[src/rtl/am_env_meas.sv]
// AM envelope and carrier measurement: windowed max/min/peak-to-peak/midpoint of
// offset-binary ADC samples plus rising midscale crossing count, with valid/ack results.
module am_env_meas #(
    parameter int WIN_LEN = 4096,
    parameter int CNT_W   = 16
) (
    input  logic             clk,
    input  logic             rst_n,
    input  logic             start,
    input  logic             adc_valid,
    input  logic [11:0]      adc_data,
    output logic             busy,
    output logic             res_valid,
    input  logic             res_ack,
    output logic [11:0]      vmax,
    output logic [11:0]      vmin,
    output logic [11:0]      vpp,
    output logic [11:0]      vmid,
    output logic [CNT_W-1:0] zc_cnt
);

    localparam logic [1:0] ST_IDLE = 2'd0;
    localparam logic [1:0] ST_MEAS = 2'd1;
    localparam logic [1:0] ST_CALC = 2'd2;
    localparam logic [1:0] ST_DONE = 2'd3;

    localparam logic [11:0]      MID_SCALE = 12'd2048;
    localparam logic [15:0]      WIN_FULL  = 16'(WIN_LEN);
    localparam logic [CNT_W-1:0] ZC_SAT    = {CNT_W{1'b1}};

    logic [1:0]       state_r;
    logic [1:0]       state_nxt_s;
    logic [15:0]      scnt_r;
    logic [11:0]      run_max_r;
    logic [11:0]      run_min_r;
    logic [CNT_W-1:0] zc_r;
    logic             prev_vld_r;
    logic             prev_low_r;
    logic             busy_r;
    logic             res_valid_r;
    logic [11:0]      vmax_r;
    logic [11:0]      vmin_r;
    logic [11:0]      vpp_r;
    logic [11:0]      vmid_r;
    logic [CNT_W-1:0] zc_cnt_r;
    logic             start_s;
    logic             accept_s;
    logic             cross_s;

    // Acceptance, start qualification and rising-crossing detection
    always_comb begin
        start_s  = 1'b0;
        accept_s = 1'b0;
        cross_s  = 1'b0;
        if (state_r == ST_IDLE && start) begin
            start_s = 1'b1;
        end else begin
            start_s = 1'b0;
        end
        // The window closes as soon as the final sample lands; the FSM leaves MEAS a cycle later.
        if (state_r == ST_MEAS && adc_valid && scnt_r != WIN_FULL) begin
            accept_s = 1'b1;
        end else begin
            accept_s = 1'b0;
        end
        if (prev_vld_r && prev_low_r && adc_data >= MID_SCALE) begin
            cross_s = 1'b1;
        end else begin
            cross_s = 1'b0;
        end
    end

    // Next-state logic
    always_comb begin
        state_nxt_s = state_r;
        case (state_r)
            ST_IDLE: begin
                if (start) state_nxt_s = ST_MEAS;
                else       state_nxt_s = ST_IDLE;
            end
            ST_MEAS: begin
                if (scnt_r == WIN_FULL) state_nxt_s = ST_CALC;
                else                    state_nxt_s = ST_MEAS;
            end
            ST_CALC: state_nxt_s = ST_DONE;
            ST_DONE: begin
                if (res_ack) state_nxt_s = ST_IDLE;
                else         state_nxt_s = ST_DONE;
            end
            default: state_nxt_s = ST_IDLE;
        endcase
    end

    // State register with registered status flags
    always_ff @(posedge clk or negedge rst_n) begin
        if (!rst_n) begin
            state_r     <= ST_IDLE;
            busy_r      <= 1'b0;
            res_valid_r <= 1'b0;
        end else begin
            state_r     <= state_nxt_s;
            busy_r      <= (state_nxt_s != ST_IDLE);
            res_valid_r <= (state_nxt_s == ST_DONE);
        end
    end

    // Running window statistics
    always_ff @(posedge clk or negedge rst_n) begin
        if (!rst_n) begin
            scnt_r     <= 16'd0;
            run_max_r  <= 12'd0;
            run_min_r  <= 12'd0;
            zc_r       <= {CNT_W{1'b0}};
            prev_vld_r <= 1'b0;
            prev_low_r <= 1'b0;
        end else if (start_s) begin
            scnt_r     <= 16'd0;
            run_max_r  <= 12'd0;
            run_min_r  <= 12'd0;
            zc_r       <= {CNT_W{1'b0}};
            prev_vld_r <= 1'b0;
            prev_low_r <= 1'b0;
        end else if (accept_s) begin
            scnt_r     <= scnt_r + 16'd1;
            prev_vld_r <= 1'b1;
            prev_low_r <= (adc_data < MID_SCALE);
            if (!prev_vld_r) begin
                run_max_r <= adc_data;
                run_min_r <= adc_data;
            end else begin
                if (adc_data > run_max_r) run_max_r <= adc_data;
                else                      run_max_r <= run_max_r;
                if (adc_data < run_min_r) run_min_r <= adc_data;
                else                      run_min_r <= run_min_r;
            end
            // Saturate rather than wrap so a huge window still reports a plausible ceiling.
            if (cross_s && zc_r != ZC_SAT) zc_r <= zc_r + {{(CNT_W-1){1'b0}}, 1'b1};
            else                           zc_r <= zc_r;
        end else begin
            scnt_r     <= scnt_r;
            run_max_r  <= run_max_r;
            run_min_r  <= run_min_r;
            zc_r       <= zc_r;
            prev_vld_r <= prev_vld_r;
            prev_low_r <= prev_low_r;
        end
    end

    // Result registers, loaded only in CALC and held through DONE and beyond
    always_ff @(posedge clk or negedge rst_n) begin
        if (!rst_n) begin
            vmax_r   <= 12'd0;
            vmin_r   <= 12'd0;
            vpp_r    <= 12'd0;
            vmid_r   <= 12'd0;
            zc_cnt_r <= {CNT_W{1'b0}};
        end else if (state_r == ST_CALC) begin
            vmax_r   <= run_max_r;
            vmin_r   <= run_min_r;
            vpp_r    <= run_max_r - run_min_r;
            vmid_r   <= 12'(({1'b0, run_max_r} + {1'b0, run_min_r}) >> 1);
            zc_cnt_r <= zc_r;
        end else begin
            vmax_r   <= vmax_r;
            vmin_r   <= vmin_r;
            vpp_r    <= vpp_r;
            vmid_r   <= vmid_r;
            zc_cnt_r <= zc_cnt_r;
        end
    end

    assign busy      = busy_r;
    assign res_valid = res_valid_r;
    assign vmax      = vmax_r;
    assign vmin      = vmin_r;
    assign vpp       = vpp_r;
    assign vmid      = vmid_r;
    assign zc_cnt    = zc_cnt_r;

endmodule

[config.mk]
export PLATFORM = sky130hd
export DESIGN_NAME = am_env_meas
export DESIGN_NICKNAME = d
export VERILOG_FILES = /design/src/rtl/am_env_meas.sv
export SDC_FILE = /design/constraint.sdc
export NUM_CORES = 1
export LEC_CHECK = 0
export ABC_CLOCK_PERIOD_IN_PS = 2400
export CAP_MARGIN = 20
export CELL_PAD_IN_SITES_DETAIL_PLACEMENT = 1
export CELL_PAD_IN_SITES_GLOBAL_PLACEMENT = 1
export CORE_ASPECT_RATIO = 1.4
export CORE_MARGIN = 2
export CORE_UTILIZATION = 30
export DETAILED_ROUTE_END_ITERATION = 10
export GPL_ROUTABILITY_DRIVEN = 0
export PLACE_DENSITY_LB_ADDON = 0.25
export SLEW_MARGIN = 20
export SYNTH_ARGS = -nofsm -noshare
export SYNTH_HDL_FRONTEND = slang
export SYNTH_SLANG_ARGS = --single-unit
[constraint.sdc]
create_clock -name clk -period 2.4 [get_ports clk]
set_input_delay 0.48 -clock clk [delete_from_list [all_inputs] [get_ports clk]]
set_output_delay 0.48 -clock clk [all_outputs]
set_load 0.1 [all_outputs]
==> reports/qor.txt, run 1 <==
Sequential-to-total area share from yosys stat = 46.43%
WL/cell = 16.27 um
Largest area contributor in the netlist = dfrtp_1
Synth top area cells = dfrtp_1 (46%), ha_1 (9.0%), nand2_1 (7.4%)
Setup Viol. Count Final = 0
Asr flop ratio synth = 100.0%
Syn Std Cell Area = 0.006792 mm2
Met3 usage = 3.183%
Clock Latency Late Sink = 0.43 ns
XOR/XNOR Fraction of Synth Area = 5.029%
Number of fill cells = 2,573
Endpoint type of the worst setup path = flip-flop
CP top delay family = compound AO/OA/AOI/OAI gates
Area Overhead vs Synth = 27.32%
Routed vias = 5,410
Deepest clock path buffer count = 2
Total Routing Usage GR = 16.51%
Mean Syn Cell Area = 9.329 um2
Worst endpoint data arrival time = 2.67 ns
Die Wd = 131.2 um
Met1 GRT Util = 19.42%
DR iter-0 viols = 175
HP Class = reg2reg
Wire length of the first global-routing pass = 30.91 mm
Sequential cell area = 0.003153 mm2
Final setup TNS = 0 ns
Final min period = 2.333 ns
Count of nets after finishing = 907
Final Hold Fails = 0
Complex-gate fraction of the synthesized area = 11.35%
Syn nets = 796
Leak = 0.004131 uW
# diodes = 0
CTS tree = done
Largest net degree at the start of global routing = 54
Combinational family with the most area after synthesis = simple AND/OR/NAND/NOR gates
RSZ-0062 raised after global routing = true
Critical Path Fanout Max = 3
CTS Root Cell = clkbuf_16
Final WL = 18.73 mm
DRT Pass-1 Iters = 4
Vias in the first global route = 5,785
Synth Area in Adders = 9.617%
Rel. slew slack = 62.12%
EDFF count, synth = 0
Slew @ Worst Pin = 0.5682 ns
GR Overflow Total = 0
Share of layout cells above drive strength 1 = 19.88%
Buf/Inv on CP = 2
Final instance area = 0.008647 mm2
Pwr per Cell Area = 1064 mW/mm2
Delay of the slowest critical-path stage = 0.40 ns
Placed cell area = 0.008056 mm2
Cell repeated most along the worst path = o31a_1
Area occupied by multi-input gates = 0.003388 mm2
Max VDD drop = 0.5720 mV
Clock transition at the registers of the reported paths = 0.05 ns
Yosys warning count = 0
Run status = finished clean
Slowest-stage cell, CP = dfrtp_1
Top-area cell type share of the netlist area = 46.43%
Reg-to-reg setup timing slack = 0.07 ns
Full die area = 0.02387 mm2
Critical path startpoint category = flip-flop
Number of I/O pins = 83
Most instantiated library cell after synthesis = nand2_1
Worst EP required = 2.74 ns
Fmax = 428.7 MHz
Synth Register Bits = 126
Crit Path Class = reg2reg
Clock Sinks = 126
Initial Util = 30.37%
Main synth FF type = dfrtp_1
Post-route ant nets = 0
Row count = 65
Buffers added on ports = 82
GRT met2 Usage = 29.81%
Hpwl dp = 13.84 mm
Worst Hold Slack = 0.4746 ns
Max-cap violations = 0
GR peak layer = met2
Final Max Slew Viols = 0
Post-Synth Simple-Gate Area = 21.08%
Initial antenna violation count = 0
CTS H-Tree Depth = 4
Crit-path cells = inv_1, ha_2, fa_2, nor2b_1, o31a_1, o31a_1, o41ai_2, buf_4, nand4b_1, o211ai_1
CTS Buf Count = 17
Top cells by count, synth = nand2_1 (133), dfrtp_1 (126), o21ai_0 (68), nor2_1 (52), ha_1 (49)
Cells after synthesis = 728
Skew final = 0.008196 ns
Via density = 4.700
Yosys cell types = 57
Die Y-Extent = 182.0 um
Core area = 0.02237 mm2
Mux cell area share after synthesis = 2.063%
DRC Markers = 0
Final period util = 97.20%
## worst min-delay path: cells and delay by family (launching register included)
family | cells | cell delay (ns)
flops | 1 | 0.34
simple gates | 2 | 0.11
## flip-flops by register name (all words and copies together) (netlist names), 2 cells and up
register	flops
vmax	12
run_max_r	12
vmid	12
vpp	12
vmin	12
scnt_r	16
zc_cnt	16
run_min_r	12
zc_r	16
state_r	2
## cell type report
class | count | share of cell area [%]
sequential | 126 | 36.46
tap | 301 | 4.355
clock buffer | 22 | 5.368
timing repair buffer | 131 | 12.41
multi-input combinational | 530 | 39.18
inverter | 33 | 1.433
clock inverter | 8 | 0.7814
## final timing paths
check	start	endpoint	cells past startpoint
worst min-delay path	zc_cnt[12]	zc_cnt[12]	2
worst max-delay path	run_max_r[0]	vpp[10]	10
max in group asynchronous	rst_n	vmax[1]	3
worst max register to register	run_max_r[0]	vpp[10]	10
min in group asynchronous	rst_n	zc_r[9]	2
worst min register to register	zc_cnt[12]	zc_cnt[12]	2
## through the flow
step	setup WS, ns	power (uW)	std cells	util [%]
2_1_floorplan	0.2219	5322	728	-
3_3_place_gp	-0.5303	6682	1119	36.02
3_5_place_dp	-0.5158	6753	1119	36.02
4_1_cts	0.03177	9259	1150	38.50
5_1_grt	-0.05801	9902	1151	38.66
6_report	0.06719	9203	1151	38.66
## repair_timing
action / in CTS / in global routing
resized for setup: 3 / 11
hold buffers: 1 / 0
endpoints found under the setup margin: 13 / 19
setup buffers: 0 / 1
gates cloned: 0 / 0
endpoints found under the hold margin: 25 / 0
## layout by cell type (no fill, tap or decap), drive strengths merged, types with 3 or more instances in the layout
cell type / count
o21ai: 69
a211oi: 5
dfrtp: 126
clkbuf: 22
and4: 6
nor3: 16
o31ai: 4
o31a: 3
nor3b: 6
mux2i: 14
buf: 115
nor2: 54
and3: 4
nand2b: 8
xor2: 14
or3: 4
nor2b: 10
a31oi: 5
nor4: 7
nand4: 12
ha: 49
o211ai: 4
clkinv: 6
nand2: 133
nand3: 27
o21a: 5
a21oi: 17
clkdlybuf4s50: 15
xnor2: 25
a21o: 4
o21bai: 3
inv: 33
## cell families (layout without fill, tap and decap cells)
logic type,Yosys count,count (layout)
xor+xnor,39,39
simple gates,296,296
compound gates,130,130
fa+ha+maj,51,51
mux,14,14
flops,126,126
buf+inv,72,194
## power breakdown
part / internal (uW) / switching (uW) / total, uW / leakage, uW
sequential: 2410 / 294 / 2700 / 0.00168
clock: 1450 / 946 / 2400 / 0.000265
combinational: 1810 / 2290 / 4100 / 0.00219
## per-layer routing
layer / part of all wire (%) / up-vias
li1: - / 2714
met1: 44 / 2593
met2: 52 / 74
met3: 2.4 / 29
met4: 2.1 / 0
met5: 0 / -
(Power assumes the default switching activity.)
==> run 2: changes to the inputs <==
CORE_UTILIZATION = 43   (was 30)
==> run 2 against run 1 <==
Combinational power down 1%. Worst setup slack better by 0.015 ns. Critical path type is now in2reg. Global-route usage up 7.1 points. Via count up 4.1%. Largest cell class unchanged. Power up 3.5%.
==> reports/qor.txt, run 2 (synthesis results as in run 1) <==
Run status = finished clean (unchanged)
Routed vias = 5,633 (was 5,410)
WL/cell = 17.88 um (was 16.27 um)
Clock Sinks = 126 (unchanged)
CTS Buf Count = 17 (unchanged)
Reg2reg end = vpp[10] (unchanged)
Critical path startpoint category = input pin (was flip-flop)
CTS tree = done (unchanged)
Hpwl dp = 13.85 mm (was 13.84 mm)
Count of nets after finishing = 895 (was 907)
Die Wd = 110.2 um (was 131.2 um)
Final min period = 2.318 ns (was 2.333 ns)
Slew @ Worst Pin = 0.5161 ns (was 0.5682 ns)
Worst EP required = 2.73 ns (was 2.74 ns)
RSZ-0062 raised after global routing = true (unchanged)
Reg2Reg Depth = 10 (unchanged)
Rel. slew slack = 65.56% (was 62.12%)
Fmax = 431.4 MHz (was 428.7 MHz)
Worst endpoint data arrival time = 2.65 ns (was 2.67 ns)
Area Overhead vs Synth = 24.98% (was 27.32%)
Vias in the first global route = 6,056 (was 5,785)
Worst Hold Slack = 0.01135 ns (was 0.4746 ns)
Post-route ant nets = 0 (unchanged)
# diodes = 0 (unchanged)
Wire length of the first global-routing pass = 31.08 mm (was 30.91 mm)
Pwr per Cell Area = 1122 mW/mm2 (was 1064 mW/mm2)
Internal power = 5892 uW (was 5669 uW)
Full die area = 0.01683 mm2 (was 0.02387 mm2)
Skew final = 0.01374 ns (was 0.008196 ns)
Crit Path Class = in2reg (was reg2reg)
Endpoint type of the worst setup path = flip-flop (unchanged)
DRC Markers = 0 (unchanged)
Initial Util = 43.70% (was 30.37%)
Clock Latency Late Sink = 0.42 ns (was 0.43 ns)
Clock transition at the registers of the reported paths = 0.06 ns (was 0.05 ns)
Switching part of the total = 38.16% (was 38.40%)
DRT Pass-1 Iters = 4 (unchanged)
HP Class = in2async (was reg2reg)
Largest net degree at the start of global routing = 48 (was 54)
GR Overflow Total = 0 (unchanged)
Most frequent cells in the layout = nand2_1 (133), dfrtp_1 (125), buf_4 (102), o21ai_0 (67), nor2_1 (52) (was nand2_1 (133), dfrtp_1 (126), buf_4 (111), o21ai_0 (66), nor2_1 (52))
Critical Path Fanout Max = 12 (was 3)
Crit path from = adc_data[9] (was run_max_r[0])
Psw = 3635 uW (was 3533 uW)
Buffers added on ports = 82 (unchanged)
Reg-to-reg setup timing slack = 0.08 ns (was 0.07 ns)
Core area = 0.01554 mm2 (was 0.02237 mm2)
Via density = 5.437 (was 4.700)
Setup crit end = run_max_r[6] (was vpp[10])
Share of layout cells above drive strength 1 = 18.93% (was 19.88%)
CTS H-Tree Depth = 4 (unchanged)
Post-Place Setup Slack = -0.2046 ns (was -0.5158 ns)
Final Max Slew Viols = 0 (unchanged)
Max-cap violations = 0 (unchanged)
Final Hold Fails = 0 (unchanged)
Seq pwr share = 28.7% (was 29.4%)
CTS Root Cell = clkbuf_16 (unchanged)
Setup Viol. Count Final = 0 (unchanged)
Comb pwr share = 42.4% (was 44.6%)
Leak = 0.004092 uW (was 0.004131 uW)
Final period util = 96.57% (was 97.20%)
Number of I/O pins = 83 (unchanged)
Reg2reg start = run_max_r[0] (unchanged)
Row count = 54 (was 65)
Most common cell after layout, fill and taps aside = nand2_1 (unchanged)
Deepest clock path buffer count = 2 (unchanged)
Hold-fix buffers, CTS = 0 (was 1)
Clk pwr share = 28.8% (was 26.1%)
Die Y-Extent = 152.7 um (was 182.0 um)
DR iter-0 viols = 187 (was 175)
Initial antenna violation count = 0 (unchanged)
Total Routing Usage GR = 23.62% (was 16.51%)
Max VDD drop = 0.6532 mV (was 0.5720 mV)
Setup ws final = 0.08222 ns (was 0.06719 ns)
Final WL = 18.52 mm (was 18.73 mm)
run 2: power by group through the flow:
stage / combinational (uW) / clock [uW] / sequential (uW)
2_1_floorplan: 2670 / 0 / 2650
4_1_cts: 4010 / 2800 / 2730
6_report: 4040 / 2750 / 2740
3_3_place_gp: 3700 / 0 / 2730
5_1_grt: 4500 / 2890 / 2780
3_5_place_dp: 3910 / 0 / 2750
run 2: cell type report:
| cell class | count | area, um2 |
|---|---|---|
| timing repair buffer | 119 | 955.9 |
| clock inverter | 12 | 183.9 |
| fill | 1790 | 7052 |
| clock buffer | 20 | 446.7 |
| sequential | 126 | 3154 |
| multi-input combinational | 530 | 3378 |
| tap | 196 | 245.2 |
| inverter | 33 | 123.9 |
run 2: worst max-delay path: stages:
cell and delay, ns:
clkdlybuf4s50_1 0.47, ha_1 0.33, and4_1 0.24, nand4_1 0.13
a21oi_1 0.23, nor4_2 0.09, a21oi_1 0.14, buf_4 0.26
mux2i_1 0.27
run 2: repair_timing:
item	in CTS	in global routing
gates resized for setup	3	8
setup buffers	0	1
pin swaps	0	2
cloned	0	0
setup endpoints to repair	2	17
run 2: metal layers:
metal / vias to the layer above / routed length, um / GRT usage [%]
li1: 2682 / - / -
met1: 2810 / 7885 / 29.99
met2: 105 / 9584 / 39.99
met3: 36 / 522 / 3.764
met4: 0 / 530 / 8.690
met5: - / 0 / 0
run 2: metrics by stage:
stage          util (%)  instance area (um2)  instances  setup TNS, ns  power [uW]
6_report          54.62                 8488       1036              0        9527
5_1_grt           54.62                 8488       1036       -0.02335       10180
4_1_cts           54.45                 8462       1035              0        9539
3_5_place_dp      50.29                 7815       1003         -4.205        6659
3_3_place_gp      50.29                 7815       1003         -1.588        6425
2_1_floorplan         -                 6792        728              0        5322
run 2: worst min-delay path by stage:
| stage | endpoint | start | slack, ns |
|---|---|---|---|
| 3_3_place_gp | vpp[5] | rst_n | 0.46 |
| 3_5_place_dp | zc_cnt[8] | zc_cnt[8] | 0.46 |
| 5_1_grt | vmid[4] | rst_n | 0.04 |
| 4_1_cts | zc_r[11] | rst_n | 0.02 |
| 2_1_floorplan | busy | rst_n | 0.18 |
| 6_report | vmid[4] | rst_n | 0.01 |
